==> src/rtl/dds_chirp_pkg.sv <==
// dds_chirp_pkg: FSM state type and widened-compare width helper for the chirp sequencer.
package dds_chirp_pkg;
    typedef enum logic [1:0] {IDLE, RUN, DONE} state_t;
    function automatic int cmp_width(input int w);
        return w + 1;
    endfunction
endpackage

==> src/rtl/dds_chirp_step.sv <==
// dds_chirp_step: next-FTW adder and signed overshoot compare, one bit wider than the FTW so nothing wraps.
module dds_chirp_step
    import dds_chirp_pkg::*;
#(
    parameter int G_FTW_WIDTH = 24
) (
    input  logic [G_FTW_WIDTH-1:0] ftw,
    input  logic signed [G_FTW_WIDTH:0] step,
    input  logic [G_FTW_WIDTH-1:0] bound,
    output logic [G_FTW_WIDTH-1:0] next,
    output logic end_sweep
);
    localparam int CW = cmp_width(G_FTW_WIDTH);
    logic signed [CW-1:0] sum, bnd;
    assign sum = $signed({ftw[G_FTW_WIDTH-1], ftw}) + step;
    assign bnd = $signed({bound[G_FTW_WIDTH-1], bound});
    assign next = sum[G_FTW_WIDTH-1:0];
    assign end_sweep = (step == '0) || (!step[CW-1] && sum > bnd) || (step[CW-1] && sum < bnd);
endmodule

==> src/rtl/dds_chirp_ctrl.sv <==
// dds_chirp_ctrl: chirp FTW sequencer feeding a DDS valid/ready input.
// Define DDS_CHIRP_TRIANGLE_EN for up/down triangle sweeps instead of sawtooth.
module dds_chirp_ctrl
    import dds_chirp_pkg::*;
#(
    parameter int G_FTW_WIDTH = 24,
    parameter int G_DWELL_WIDTH = 16
) (
    input  logic clk,
    input  logic reset_n,
    input  logic enable,
    input  logic start,
    input  logic cont,
    input  logic [G_FTW_WIDTH-1:0] ftw_start,
    input  logic [G_FTW_WIDTH-1:0] ftw_stop,
    input  logic [G_FTW_WIDTH-1:0] ftw_step,
    input  logic [G_DWELL_WIDTH-1:0] dwell,
    output logic [G_FTW_WIDTH-1:0] dout,
    output logic dout_valid,
    input  logic dout_ready,
    output logic busy,
    output logic done
);
    localparam int W = G_FTW_WIDTH;
    state_t state_q, state_d;
    logic [W-1:0] ftw_q, ftw_d, start_q, start_d, stop_q, stop_d, step_q, step_d;
    logic [G_DWELL_WIDTH-1:0] dwell_q, dwell_d, cnt_q, cnt_d;
    logic cont_q, cont_d, dir_q, reverse, beat, last, end_sweep;
    logic signed [W:0] step_w, rev_w;
    logic [W-1:0] bound, next;
`ifdef DDS_CHIRP_TRIANGLE_EN
    logic dir_d;
    assign step_w = dir_q ? -$signed({step_q[W-1], step_q}) : $signed({step_q[W-1], step_q});
    assign bound = dir_q ? start_q : stop_q;
    // Reverse at the top vertex unless the first downward value already lies past ftw_start.
    assign reverse = !dir_q && step_q != '0 &&
        !(step_w[W] ? rev_w > $signed({start_q[W-1], start_q}) : rev_w < $signed({start_q[W-1], start_q}));
    always_comb begin
        dir_d = dir_q;
        if (state_q != RUN) dir_d = 1'b0;
        else if (beat && last && end_sweep) dir_d = reverse;
    end
    always_ff @(posedge clk or negedge reset_n)
        if (!reset_n) dir_q <= 1'b0;
        else dir_q <= dir_d;
`else
    assign dir_q = 1'b0;
    assign reverse = 1'b0;
    assign step_w = $signed({step_q[W-1], step_q});
    assign bound = stop_q;
`endif
    assign rev_w = $signed({ftw_q[W-1], ftw_q}) - step_w;
    dds_chirp_step #(.G_FTW_WIDTH(W)) u_step (
        .ftw(ftw_q), .step(step_w), .bound(bound), .next(next), .end_sweep(end_sweep)
    );
    assign dout = ftw_q;
    assign dout_valid = state_q == RUN;
    assign busy = state_q == RUN;
    assign done = state_q == DONE;
    assign beat = dout_valid && dout_ready;
    assign last = cnt_q == ((dwell_q == '0) ? '0 : dwell_q - 1'b1);
    always_comb begin
        state_d = state_q;
        ftw_d = ftw_q;
        start_d = start_q;
        stop_d = stop_q;
        step_d = step_q;
        dwell_d = dwell_q;
        cont_d = cont_q;
        cnt_d = cnt_q;
        case (state_q)
            IDLE: if (start) begin
                state_d = RUN;
                ftw_d = ftw_start;
                start_d = ftw_start;
                stop_d = ftw_stop;
                step_d = ftw_step;
                dwell_d = dwell;
                cont_d = cont;
                cnt_d = '0;
            end
            RUN: if (beat) begin
                cnt_d = last ? '0 : cnt_q + 1'b1;
                if (last) begin
                    if (!end_sweep) ftw_d = next;
                    else if (reverse) ftw_d = rev_w[W-1:0];
                    else if (cont_q) ftw_d = dir_q ? rev_w[W-1:0] : start_q;
                    else state_d = DONE;
                end
            end
            default: state_d = IDLE;
        endcase
        if (!enable) state_d = IDLE;
    end
    always_ff @(posedge clk or negedge reset_n) begin
        if (!reset_n) begin
            state_q <= IDLE;
            ftw_q <= '0;
            start_q <= '0;
            stop_q <= '0;
            step_q <= '0;
            dwell_q <= '0;
            cont_q <= 1'b0;
            cnt_q <= '0;
        end else begin
            state_q <= state_d;
            ftw_q <= ftw_d;
            start_q <= start_d;
            stop_q <= stop_d;
            step_q <= step_d;
            dwell_q <= dwell_d;
            cont_q <= cont_d;
            cnt_q <= cnt_d;
        end
    end
endmodule

==> config.mk <==
export PLATFORM = sky130hd
export DESIGN_NAME = dds_chirp_ctrl
export DESIGN_NICKNAME = d
export VERILOG_FILES = /design/src/rtl/dds_chirp_pkg.sv /design/src/rtl/dds_chirp_step.sv /design/src/rtl/dds_chirp_ctrl.sv
export SDC_FILE = /design/constraint.sdc
export NUM_CORES = 1
export LEC_CHECK = 0
export BUFFER_PORTS_ARGS = -buffer_cell sky130_fd_sc_hd__buf_2
export CORE_MARGIN = 1
export CORE_UTILIZATION = 46
export DETAILED_ROUTE_END_ITERATION = 10
export PLACE_DENSITY = 0.67
export SKIP_CTS_REPAIR_TIMING = 1
export SYNTH_ARGS = -nofsm -noshare
export SYNTH_HDL_FRONTEND = slang
export SYNTH_SLANG_ARGS = --single-unit
==> constraint.sdc <==
create_clock -name clk -period 5.9 [get_ports clk]
set_input_delay 0 -clock clk [delete_from_list [all_inputs] [get_ports clk]]
set_output_delay 0 -clock clk [all_outputs]
set_load 0.02 [all_outputs]
==> results.rst <==
.. list-table::
   :header-rows: 1

   * - Metric
     - Value
   * - Status
     - complete, no violations
   * - Total wire length
     - roughly 24,000 um
   * - Maximum fanout along the worst path
     - 24
   * - CTS tree
     - done
   * - Most frequent standard cell in the layout excluding fill and tap cells
     - sky130_fd_sc_hd__dfrtp_1
   * - VDD IR max
     - between 0.0003 and 0.0004 V
   * - Fraction of the yosys area taken by sequential cells
     - 0.3895
   * - Worst Setup EP
     - dout[14]
   * - RSZ-0062 raised after global routing
     - false
   * - Largest cells by area after synthesis
     - sky130_fd_sc_hd__dfrtp_1 39%, sky130_fd_sc_hd__mux2_2 9.2%, sky130_fd_sc_hd__ha_1 7.6%
   * - Total number of nets in the final design
     - 1,216
   * - Arrival time worst endpoint
     - 5.74 ns
   * - Fraction of registers with async set/reset
     - 1.000
   * - Die height
     - ~140 um
   * - Number of register bits inferred by synthesis
     - approximately 130
   * - R2R cell count
     - 25
   * - Reg-to-reg endpoint
     - dout[14]
   * - Via-per-instance ratio
     - 5.682
   * - Die W
     - approximately 140 um
   * - Origin of the critical flop-to-flop path
     - dout[0]
   * - Standard-cell row count
     - between 40 and 50
   * - Overall track demand over capacity in global routing
     - 0.2521
   * - Ports
     - roughly 120
   * - Grt ovf
     - 0
   * - Synth Flop Type
     - sky130_fd_sc_hd__dfrtp_1
   * - HPWL after detailed placement
     - 16,450 um
   * - Critical Path Source
     - dout[0]
   * - Total count of max-transition violations in the final report
     - 0
   * - Number of H-tree branching levels
     - 4
   * - Sinks on the clock net
     - between 100 and 150
   * - Minimum clock period
     - around 5.4 ns
   * - Core region area
     - roughly 18,000 um^2
   * - Number of antenna cells inserted
     - 0
   * - Yosys Warn Count
     - 0
   * - Ratio of final minimum period to clock period
     - 0.9205
   * - Clock-pin slew of the registers on the worst-case setup and hold paths
     - roughly 0.060 ns
   * - Antenna violations before repair
     - 0
   * - Synth cell types
     - between 60 and 70
   * - Worst-Skew Late Latency
     - 0.44 ns
   * - Commonest non-fill, non-tap cells in the layout
     - 131 x sky130_fd_sc_hd__dfrtp_1, 119 x sky130_fd_sc_hd__buf_2, 93 x sky130_fd_sc_hd__dlygate4sd3_1, 73 x sky130_fd_sc_hd__nand2_1, 68 x sky130_fd_sc_hd__mux2_2
   * - Max-cap violations
     - 0
   * - CTS max path bufs
     - 2
   * - Worst Tran Pin Value
     - about 0.88 ns
   * - Critical path launch point type
     - flip-flop
   * - Setup crit end kind
     - flip-flop
   * - Initial core utilization
     - 0.4686
   * - Largest net degree at the start of global routing
     - 86
   * - Endpoint required time on the critical path
     - 6.21 ns
   * - Final setup vio count
     - 0
   * - Clock Tree Root
     - sky130_fd_sc_hd__clkbuf_16
   * - Power per cell area
     - ~500 nW/um^2
   * - Mean area per synthesized cell
     - approximately 9.7 um^2
   * - Pre-antenna DRT Iters
     - 5
   * - Max-slew headroom at the worst pin
     - 0.4152
   * - Register-to-register setup slack
     - between 0.4 and 0.5 ns
   * - Fraction of post-synthesis cell area in the top cell type by area
     - 0.3895
   * - Port bufs
     - 120
   * - Post-detailed-route wirelength per cell
     - between 15 and 20 um
   * - Vias post-DR
     - 7,455
   * - EDFF count, synth
     - 0
   * - Via count of the first global-routing pass
     - ~6,700
   * - Maximum achievable frequency
     - about 0.18 GHz
   * - Number of DRC violations after detailed-routing iteration 0
     - slightly above 600
   * - Global-route wire length before repair
     - about 36,000 um
   * - Number of cells in the design after placement
     - 1,187
   * - Number of nets with antenna violations after routing
     - 0
   * - Hold WC Path Type
     - in -> async
   * - Routability cong.
     - between 0.9 and 1
   * - Total CTS buffers
     - 17
   * - Worst Setup Path Type
     - reg -> reg
   * - Non-filler cells, final
     - around 1,300
   * - Cells after synthesis
     - 872
   * - Total count of hold-check failures in the final report
     - 0
   * - Worst clock skew on the final layout
     - between 0.01 and 0.015 ns
   * - Netlist area before placement
     - between 8000 and 9000 um^2
   * - Die ar.
     - 18,840 um^2
   * - Post-Synthesis Net Count
     - around 1,000
   * - Remaining design rule violation count
     - 0
   * - Layout area overhead
     - 27.75%
   * - Largest area contributor in the synthesized netlist
     - sky130_fd_sc_hd__dfrtp_1
   * - Share of cells above drive strength 1
     - 0.2456
   * - Cell leakage power
     - ~0.0049 uW
   * - Fin Setup TNS
     - 0 ns
[synthesized netlist by cell type, drive strengths merged (3+ instances only)]
cell type / n
o31ai: 22
xnor2: 31
nand4: 32
o211ai: 9
a41oi: 3
buf: 8
and2: 4
or2: 4
mux2i: 5
nor4: 21
nand3: 14
dfrtp: 131
inv: 45
and3: 7
or3: 3
nor2b: 7
nor3: 13
mux2: 89
clkbuf: 38
nor2: 66
o21ai: 63
or4: 5
a31oi: 23
a211oi: 8
a21o: 12
o21a: 3
a21oi: 34
ha: 51
xor2: 14
nand2: 73
[worst max-delay path: stages (launching register included)]
cell                       delay, ns
sky130_fd_sc_hd__dfrtp_1        0.40
sky130_fd_sc_hd__ha_1           0.23
sky130_fd_sc_hd__fa_1           0.43
sky130_fd_sc_hd__a211oi_1       0.23
sky130_fd_sc_hd__nor2_1         0.12
sky130_fd_sc_hd__o21ai_0        0.20
sky130_fd_sc_hd__buf_4          0.17
sky130_fd_sc_hd__o211ai_1       0.15
sky130_fd_sc_hd__a21oi_1        0.23
sky130_fd_sc_hd__o21ai_0        0.16
sky130_fd_sc_hd__a21oi_1        0.18
sky130_fd_sc_hd__nand3_1        0.08
sky130_fd_sc_hd__o21ai_0        0.08
sky130_fd_sc_hd__ha_1           0.30
sky130_fd_sc_hd__nand4_1        0.18
sky130_fd_sc_hd__nor3_1         0.06
sky130_fd_sc_hd__a211oi_1       0.21
sky130_fd_sc_hd__o21ai_0        0.13
sky130_fd_sc_hd__a21oi_2        0.17
sky130_fd_sc_hd__buf_4          0.15
sky130_fd_sc_hd__mux2_2         0.43
sky130_fd_sc_hd__nor3_1         0.21
sky130_fd_sc_hd__buf_4          0.17
sky130_fd_sc_hd__o31ai_4        0.06
sky130_fd_sc_hd__buf_12         0.22
sky130_fd_sc_hd__mux2_4         0.32
[layer usage]
metal / up-vias / share of wire / track usage
met4: 0 / 0.018 / 0.09463
met2: 220 / 0.47 / 0.3942
li1: 3581 / - / -
met3: 29 / 0.044 / 0.04452
met1: 3625 / 0.47 / 0.3476
met5: - / 0 / 0
[layout make-up]
cell class	instances	area (um^2)
fillers	1511	7211
multi-input cells	650	4791
flip-flops and latches	131	3278
repair buffers	225	1637
clock buffers	19	442.9
well taps	229	286.5
inverters	45	168.9
clock inverters	13	148.9
[sequential cells by signal, summed over array words and instances (netlist names)]
name / flops
step_q: 24
start_q: 24
bound: 24
dout: 24
cont_q: 1
dwell_q: 16
state_q: 2
cnt_q: 16
[report_power, final]
group / internal, uW / total, uW / switching (uW)
combinational: 1250 / 2980 / 1720
clock: 639 / 1080 / 438
sequential: 1070 / 1250 / 177
total: 2970 / 5310 / 2340
[how the worst min path moves through the flow]
stage               slack [ns]    endpoint  cells past startpoint
global placement          0.16    bound[5]                      1
floorplan                -0.30    bound[0]                      0
CTS                      -0.29  start_q[4]                      1
detailed placement        0.17    bound[5]                      1
finish                    0.22    bound[6]                      2
global route              0.32    bound[8]                      2
[through the flow]
step,setup WS [ns],cell area [um^2],total power [uW],util,hold slack [ns]
floorplan,0.6621,8417,3286,-,-0.2956
global placement,0.4739,9210,4058,0.5127,0.1640
detailed placement,0.3522,9210,4111,0.5127,0.1661
CTS,0.2952,9802,5212,0.5457,-0.2937
global route,0.02078,10750,5670,0.5986,0.3226
finish,0.4691,10750,5305,0.5986,0.2216
[cells by family (layout without fill, tap and decap cells)]
kind of cell	count (synthesis)	in the layout	share of synthesized area
AND/OR/NAND/NOR	260	260	0.1559
buffers and inverters	91	302	0.04385
adder cells (fa/ha/maj)	52	52	0.07819
multiplexers	94	94	0.1339
flip-flops	131	131	0.3895
AO/OA/AOI/OAI	199	199	0.1518
XOR/XNOR	45	45	0.04683
Power figures use the tool's default switching activity.
